**src/rtl/lcd_power_seq.sv**
```systemverilog
// Power sequencer for the TFT panel path: orders STBY release, timing-generator
// run, unblank and backlight on the way up, and the reverse on the way down.
module lcd_power_seq #(
  parameter int T_PWR    = 6750,
  parameter int T_OFF    = 6750,
  parameter int N_SYNC   = 4,
  parameter int N_BL     = 2,
  parameter int N_DOWN   = 2,
  parameter int FRAME_TO = 120000,
  parameter int CNT_W    = 18
) (
  input  logic       clk,
  input  logic       res,
  input  logic       enable,
  input  logic       vsync,
  output logic       stby,
  output logic       tg_en,
  output logic       blank,
  output logic       bl_en,
  output logic       ready,
  output logic       busy,
  output logic       err,
  output logic [2:0] state
);

  typedef enum logic [2:0] {
    OFF      = 3'd0,
    PWR_UP   = 3'd1,
    SYNC     = 3'd2,
    UNBLANK  = 3'd3,
    ON       = 3'd4,
    BL_OFF   = 3'd5,
    BLANK_DN = 3'd6,
    TG_OFF   = 3'd7
  } state_t;

  localparam logic [CNT_W-1:0] PWR_LAST  = CNT_W'(T_PWR - 1);
  localparam logic [CNT_W-1:0] OFF_LAST  = CNT_W'(T_OFF - 1);
  localparam logic [CNT_W-1:0] TO_LAST   = CNT_W'(FRAME_TO - 1);
  localparam logic [3:0]       SYNC_LAST = 4'(N_SYNC - 1);
  localparam logic [3:0]       BL_LAST   = 4'(N_BL - 1);
  localparam logic [3:0]       DOWN_LAST = 4'(N_DOWN - 1);

  state_t           st, nxt;
  logic [CNT_W-1:0] cyc;
  logic [3:0]       frm;
  logic             vsync_d;
  logic             fe, to, timed, set_err;

  assign fe    = vsync_d & ~vsync;
  // In states where the timing generator runs, cyc measures time since the last frame edge.
  assign timed = st inside {SYNC, UNBLANK, ON, BL_OFF, BLANK_DN};
  assign to    = (cyc == TO_LAST) && !fe;

  always_comb begin
    nxt     = st;
    set_err = 1'b0;
    case (st)
      OFF:      if (enable && !err) nxt = PWR_UP;
      PWR_UP:   if (!enable) nxt = OFF;
                else if (cyc == PWR_LAST) nxt = SYNC;
      SYNC:     if (!enable) nxt = TG_OFF;
                else if (to) begin nxt = TG_OFF; set_err = 1'b1; end
                else if (fe && frm == SYNC_LAST) nxt = UNBLANK;
      UNBLANK:  if (!enable) nxt = BLANK_DN;
                else if (to) begin nxt = BLANK_DN; set_err = 1'b1; end
                else if (fe && frm == BL_LAST) nxt = ON;
      ON:       if (!enable) nxt = BL_OFF;
                else if (to) begin nxt = BL_OFF; set_err = 1'b1; end
      BL_OFF:   if (fe) nxt = BLANK_DN;
                else if (to) begin nxt = BLANK_DN; set_err = 1'b1; end
      BLANK_DN: if (fe && frm == DOWN_LAST) nxt = TG_OFF;
                else if (to) begin nxt = TG_OFF; set_err = 1'b1; end
      TG_OFF:   if (cyc == OFF_LAST) nxt = OFF;
      default:  nxt = OFF;
    endcase
  end

  always_ff @(posedge clk) begin
    if (res) begin
      st      <= OFF;
      cyc     <= '0;
      frm     <= '0;
      vsync_d <= 1'b0;
      err     <= 1'b0;
      stby    <= 1'b1;
      tg_en   <= 1'b0;
      blank   <= 1'b1;
      bl_en   <= 1'b0;
      ready   <= 1'b0;
      busy    <= 1'b0;
    end else begin
      vsync_d <= vsync;
      st      <= nxt;
      // Transition clear wins, so an edge in the transition cycle is dropped.
      if (nxt != st) begin
        cyc <= '0;
        frm <= '0;
      end else begin
        cyc <= (timed && fe) ? '0 : cyc + 1'b1;
        frm <= frm + 4'(fe);
      end
      if (st == OFF && !enable) err <= 1'b0;
      else if (set_err)         err <= 1'b1;
      // Outputs decode the next state so they line up with the state register.
      stby  <= (nxt == OFF);
      tg_en <= nxt inside {SYNC, UNBLANK, ON, BL_OFF, BLANK_DN};
      blank <= nxt inside {OFF, PWR_UP, SYNC, BLANK_DN, TG_OFF};
      bl_en <= (nxt == ON);
      ready <= (nxt == ON);
      busy  <= !(nxt inside {OFF, ON});
    end
  end

  assign state = st;

endmodule

```
**config.mk**
```make
export PLATFORM = sky130hd
export DESIGN_NAME = lcd_power_seq
export DESIGN_NICKNAME = d
export VERILOG_FILES = /design/src/rtl/lcd_power_seq.sv
export SDC_FILE = /design/constraint.sdc
export NUM_CORES = 1
export LEC_CHECK = 0
export CORE_ASPECT_RATIO = 1.1
export CORE_MARGIN = 4
export CORE_UTILIZATION = 40
export CTS_CLUSTER_DIAMETER = 60
export DETAILED_ROUTE_END_ITERATION = 8
export GPL_TIMING_DRIVEN = 0
export PLACE_DENSITY = 0.66
export SLEW_MARGIN = 15
export SYNTH_ARGS = -nofsm -noshare
export SYNTH_HDL_FRONTEND = slang
export SYNTH_SLANG_ARGS = --single-unit
export TNS_END_PERCENT = 5
```
**constraint.sdc**
```tcl
create_clock -name clk -period 4.5 [get_ports clk]
set_clock_uncertainty 0.2 [all_clocks]
set_input_delay 0.9 -clock clk [delete_from_list [all_inputs] [get_ports clk]]
set_output_delay 0.9 -clock clk [all_outputs]
set_load 0.05 [all_outputs]
```
==> results.toml, run 1 <==
[synthesis]
ys_warn_count = 0
yosysSeqAreaShare_pct = 35.0
synth_seq_cells = 32
synth_cell_types = 50
syn_area_sq_mm = 0.00183
synth_edf_count = 0
synth_largest_area_cell = "dfxtp_1"
syn_inst = 203
synthTopCellsByArea = "dfxtp_1 (35%), nor4_2 (6.8%), xnor2_1 (4.3%), xor2_1 (4.3%), nor3_1 (3.0%)"
synth.top_cell.area_share_pct = 35.0
yosysMostFrequentCell = "dfxtp_1"
synth_fp_nets = 211
synthTopCellsByCount = "dfxtp_1 (32), nand2_1 (13), nor2_1 (11), nor3_1 (11), nor4_2 (10)"
async_reset_ff_share_pct = 0
ys.flop_type = "dfxtp_1"
syn_avg_cell_area_sq_um = 9.02

[global_route]
grt_use_total_pct = 15.0
grt_first_pass_wirelength_um = 6780
grt_start_max_net_pins = 12
antenna_found_initial = 0
globalRouteOverflowTotal = 0
grt_pass1_vias = 1428

[finish]
multi_input_area_sq_mm = 0.00109
drive_gt1_share_pct = 13.8
area_growth_pct = 16.9
num-fill-cells = 439
seq_area_sq_um = 641
design_area_sq_mm = 0.00214
nets = 231
antenna_cells = 0

[critical_path]
required_ps = 4490
critPathCaptureType = "flip-flop"
reg2reg_depth = 7
cp_max_fo = 10
critical_path_arrival_ps = 3510
path_class = "in -> reg"
worstSetupStartpointType = "input pin"

[timing]
worst_slew_pin_slew_ps = 1090
slew_violations = 0
setup_viol = 0
worst_slack_ps = 979
maxSlewHeadroom_pct = 26.8
max_freq_mhz = 284
finalHoldViolCount = 0
period_needed_ps = 3520
grt_setup_unrepaired = "false"
fin_setup_tns_ps = 0
period_share_pct = 78.2

[placed_design]
portBuffers = 13
gp_congestion = 0.903
hpwlAfterDp_um = 2840
dpl-instance-area_sq_mm = 0.00203
place_ws_ps = 693

[clocking]
post_cts_buffers = 0
h-tree-depth = 2
clock_latency_ps = 290
clock_path_buffers = 2
cts_hold_buffers = 0
cts.clk_slew.worst_paths_ps = 60
post_cts_resized = 0
cts_tree = "yes"
cts_buffers = 5
numClockSinks = 32
root_buffer = "clkbuf_8"

[hold_path]
min_path_cells = 1
min_path_type = "reg -> reg"

[route]
drc = 0
ant_nets = 0
drt-total-wl_um = 3960
drtIter0Drc = 114
dr.pass1.iters = 4
vias = 1575
wl_per_cell_um = 14.2
vias_per_cell = 5.67

[die]
start_util_pct = 42.1
num_io_pins = 14
die_h_um = 79.0
rows = 25
die_x_um = 72.5
dieArea_sq_mm = 0.00572
core_sq_mm = 0.00435

[pwr]
ir_worst_vdd_uv = 157
total_power_w = 0.000626
power_density_mw_per_mm2 = 292
power_leakage_nw = 0.733

[run]
max_cap_viol_count = 0

[status]
outcome = "finished clean"
[flip-flops by register name, summed over array words and instances (netlist names)]
| signal | count |
|---|---|
| stby | 1 |
| state | 3 |
| err | 1 |
| blank | 1 |
| tg_en | 1 |
| vsync_d | 1 |
| ready | 1 |
| cyc | 18 |
| frm | 4 |
| busy | 1 |
[worst max-delay path: stages]
cell and delay (ps):
clkdlybuf4s50_1 480, nand2b_1 250, inv_1 100, or4_4 560, or2_4 270, a32oi_4 310
a31oi_4 170, buf_6 200, nor4_2 270
[through the flow]
stage                     hold WS [ps]  utilization [%]  instances
after floorplan                    283                -        203
after global placement             346             46.6        270
after detailed placement           347             46.6        270
after CTS                          363             49.2        278
after global routing               387             49.2        278
final                              361             49.2        278
[power breakdown]
part / switching, W / internal (W) / total [W]
sequential: 0.00000446 / 0.000288 / 0.000292
clock: 0.000112 / 0.000164 / 0.000276
combinational: 0.0000367 / 0.0000205 / 0.0000572
[layer usage]
| metal | track usage (%) | part of all wire [%] | wire [um] | vias to the layer above |
|---|---|---|---|---|
| met4 | 7.20 | 2.0 | 80 | 0 |
| met5 | 0 | 0 | 0 | - |
| met2 | 23.8 | 46 | 1820 | 37 |
| li1 | - | - | - | 787 |
| met1 | 19.3 | 47 | 1860 | 744 |
| met3 | 3.04 | 5.2 | 204 | 7 |
[area by class of cell]
class                   count  area share [%]
plain buffers              13            3.27
clock buffers               5            3.22
clock inverters             3            1.99
inverters                   9            1.58
multi-input cells         149            50.8
flip-flops and latches     32            29.9
well taps                  54            3.16
repair buffers             13            6.08
[kinds of logic after synthesis]
kind of cell	synth area share (%)
buffers and inverters	5.67
DFF	35.0
AOI/OAI and AO/OA	16.0
and+or+nand+nor	32.0
xor gates and xnor gates	8.61
adders and majority gates	2.73
[worst paths after layout]
path	endpoint	slack (ps)	startpoint
worst min-delay path	cyc[0]	360	cyc[0]
worst max register to register	cyc[16]	1520	cyc[8]
worst min register to register	cyc[0]	360	cyc[0]
worst max-delay path	cyc[16]	980	vsync
[cell usage in the layout (no fill, tap or decap), types with 2 or more instances in the layout]
master | netlist | final
a211oi_1 | 3 | 3
a21oi_1 | 6 | 6
a31oi_1 | 5 | 5
a41o_1 | 2 | 2
and2_1 | 2 | 2
and3_1 | 4 | 4
buf_2 | 2 | 2
buf_6 | 2 | 2
clkbuf_1 | 7 | 7
clkbuf_8 | 0 | 5
clkdlybuf4s50_1 | 0 | 13
dfxtp_1 | 32 | 32
ha_1 | 4 | 4
inv_1 | 9 | 9
nand2_1 | 13 | 13
nand2b_1 | 3 | 3
nand3_1 | 5 | 5
nand4_1 | 4 | 4
nor2_1 | 11 | 11
nor2b_1 | 3 | 3
nor3_1 | 11 | 11
nor3b_1 | 2 | 2
nor4_1 | 8 | 8
nor4_2 | 10 | 10
nor4b_1 | 2 | 2
o21a_1 | 2 | 2
o21ai_0 | 7 | 7
o31ai_1 | 3 | 3
or4bb_1 | 2 | 2
xnor2_1 | 9 | 9
xor2_1 | 9 | 9
No activity file was read; power rests on OpenSTA's default activity.
==> inputs of run 2 (changes only) <==
--- a/config.mk
+++ b/config.mk
@@ -11,7 +11,7 @@
 export CTS_CLUSTER_DIAMETER = 60
 export DETAILED_ROUTE_END_ITERATION = 8
 export GPL_TIMING_DRIVEN = 0
-export PLACE_DENSITY = 0.66
+export PLACE_DENSITY = 0.68
 export SLEW_MARGIN = 15
 export SYNTH_ARGS = -nofsm -noshare
 export SYNTH_HDL_FRONTEND = slang
==> constraint.sdc (replaced) <==
create_clock -name clk -period 2.97 [get_ports clk]
set_clock_uncertainty 0.2 [all_clocks]
set_input_delay 0.594 -clock clk [delete_from_list [all_inputs] [get_ports clk]]
set_output_delay 0.594 -clock clk [all_outputs]
set_load 0.05 [all_outputs]
==> run 2 against run 1 <==
  * Non-clock buffer count increased by 4
  * Routed wire length increased by 5.2%
  * Die area unchanged
==> results.toml, run 2 (synthesis gave the netlist of run 1 again) <==
[status]
outcome = "finished clean"

[global_route]
grt_pass1_vias = 1540
grt_use_total_pct = 15.8
globalRouteOverflowTotal = 0
grt_first_pass_wirelength_um = 7130
grt_start_max_net_pins = 11
antenna_found_initial = 0

[route]
vias = 1628
wl_per_cell_um = 14.8
ant_nets = 0
drt-total-wl_um = 4170
dr.pass1.iters = 4
drtIter0Drc = 157
drc = 0
vias_per_cell = 5.79

[finish]
largest_register_ffs = 18
layout_common_cells = "dfxtp_1 (29), nand2_1 (13), nor4_2 (13)"
fin_util_pct = 51.0
nets = 235
top_register = "cyc"
drive_gt1_share_pct = 20.3
fin_cells = 281
antenna_cells = 0
area_growth_pct = 21.2
final_common_cell = "dfxtp_1"

[clocking]
cts_tree = "yes"
cts.clk_slew.worst_paths_ps = 60
cts_buffers = 5
clock_path_buffers = 2
cts_hold_buffers = 0
numClockSinks = 32
clock_latency_ps = 290
root_buffer = "clkbuf_8"
h-tree-depth = 2

[die]
die_x_um = 72.5
die_h_um = 79.0
core_sq_mm = 0.00435
rows = 25
start_util_pct = 42.1
num_io_pins = 14
dieArea_sq_mm = 0.00572

[timing]
period_share_pct = 98.2
setup_viol = 0
worst_slew_pin_slew_ps = 847
period_needed_ps = 2920
grt_setup_unrepaired = "true"
maxSlewHeadroom_pct = 43.2
fin_setup_tns_ps = 0
max_freq_mhz = 343
slew_violations = 0
finalHoldViolCount = 0
holdWs_ps = 273

[critical_path]
required_ps = 2970
critical_path_arrival_ps = 2920
reg2reg_depth = 7
path_buf_inv = 1
crit_path_top_delay_cell = "or4_4"
critPathCaptureType = "flip-flop"
r2r_end = "cyc[9]"
ff2ff_setup_slack_ps = 50
worstSetupStartpointType = "flip-flop"
path_class = "reg -> reg"
r2r_start = "cyc[11]"
critical-path-top-delay-family = "simple AND/OR/NAND/NOR gates"
cp_cell_sequence = "or4bb_1 > or4_4 > or2_4 > a32oi_4 > a31oi_4 > buf_6 > nor4_4"
cp_slowest_stage_delay_ps = 550
cp_max_fo = 7

[hold_path]
min_path_cells = 1
hold_end = "cyc[0]"
min_path_type = "reg -> reg"
hold_start = "cyc[0]"

[pwr]
ir_worst_vdd_uv = 264
total_power_w = 0.000859
power_density_mw_per_mm2 = 387
power_leakage_nw = 0.756

[placed_design]
gp_congestion = 0.882
portBuffers = 13
hpwlAfterDp_um = 2890
placed_cells = 270

[run]
max_cap_viol_count = 0
run 2: changes by cell type in the layout (fill, tap and decap cells not counted), sizes merged:
cell / previous run / this run
bufinv: 1 / 0
clkinvlp: 1 / 0
clkdlybuf4s50: 13 / 12
buf: 6 / 9
clkbuf: 12 / 14
dlygate4sd2: 0 / 1
run 2: worst max-delay path by stage:
stage	start	to	slack [ps]	depth (start not counted)
2_1_floorplan	cyc[13]	cyc[14]	250	7
3_3_place_gp	vsync	cyc[8]	-460	9
3_5_place_dp	vsync	cyc[7]	-510	9
4_1_cts	cyc[8]	cyc[9]	10	7
5_1_grt	cyc[11]	cyc[6]	-50	7
6_report	cyc[11]	cyc[9]	50	7
run 2: per-stage QoR:
step	worst slack (ps)	instance area (sq um)
2_1_floorplan	247	1830
3_3_place_gp	-464	2030
3_5_place_dp	-509	2030
4_1_cts	12.3	2150
5_1_grt	-48.8	2220
6_report	52.3	2220
run 2: layout make-up:
cell class,count,area (sq um)
sequential,32,644
clock buffer,6,72.6
tap,54,67.6
timing repair buffer,17,160
inverter,9,33.8
fill,409,2130
multi-input combinational,149,1160
clock inverter,1,5.00
buffer,13,72.6
run 2: repair_timing:
item	in CTS	in global routing
resized for setup	6	13
endpoints found under the setup margin	23	21
gates cloned	2	0
setup buffers	2	0
pin swaps	2	3
run 2: power breakdown:
group          leakage (nW)  internal, W  switching [W]  total (W)
clock network        0.0410     0.000159       0.000157   0.000316
registers             0.261     0.000437     0.00000690   0.000444
logic                 0.454    0.0000367      0.0000619  0.0000986
total                 0.756     0.000633       0.000226   0.000859
run 2: routing by layer:
metal	wire length, um	global-route usage (%)	vias up
li1	-	-	792
met1	1850	20.0	771
met2	2010	25.4	57
met3	232	3.54	8
met4	76	7.20	0
met5	0	0	-
run 2: worst reg2reg max path, cell delays in order, from the launching register on:
cell and delay, ps:
dfxtp_2 350, or4bb_1 500, or4_4 550, or2_4 260
a32oi_4 300, a31oi_4 200, buf_6 200, nor4_4 260
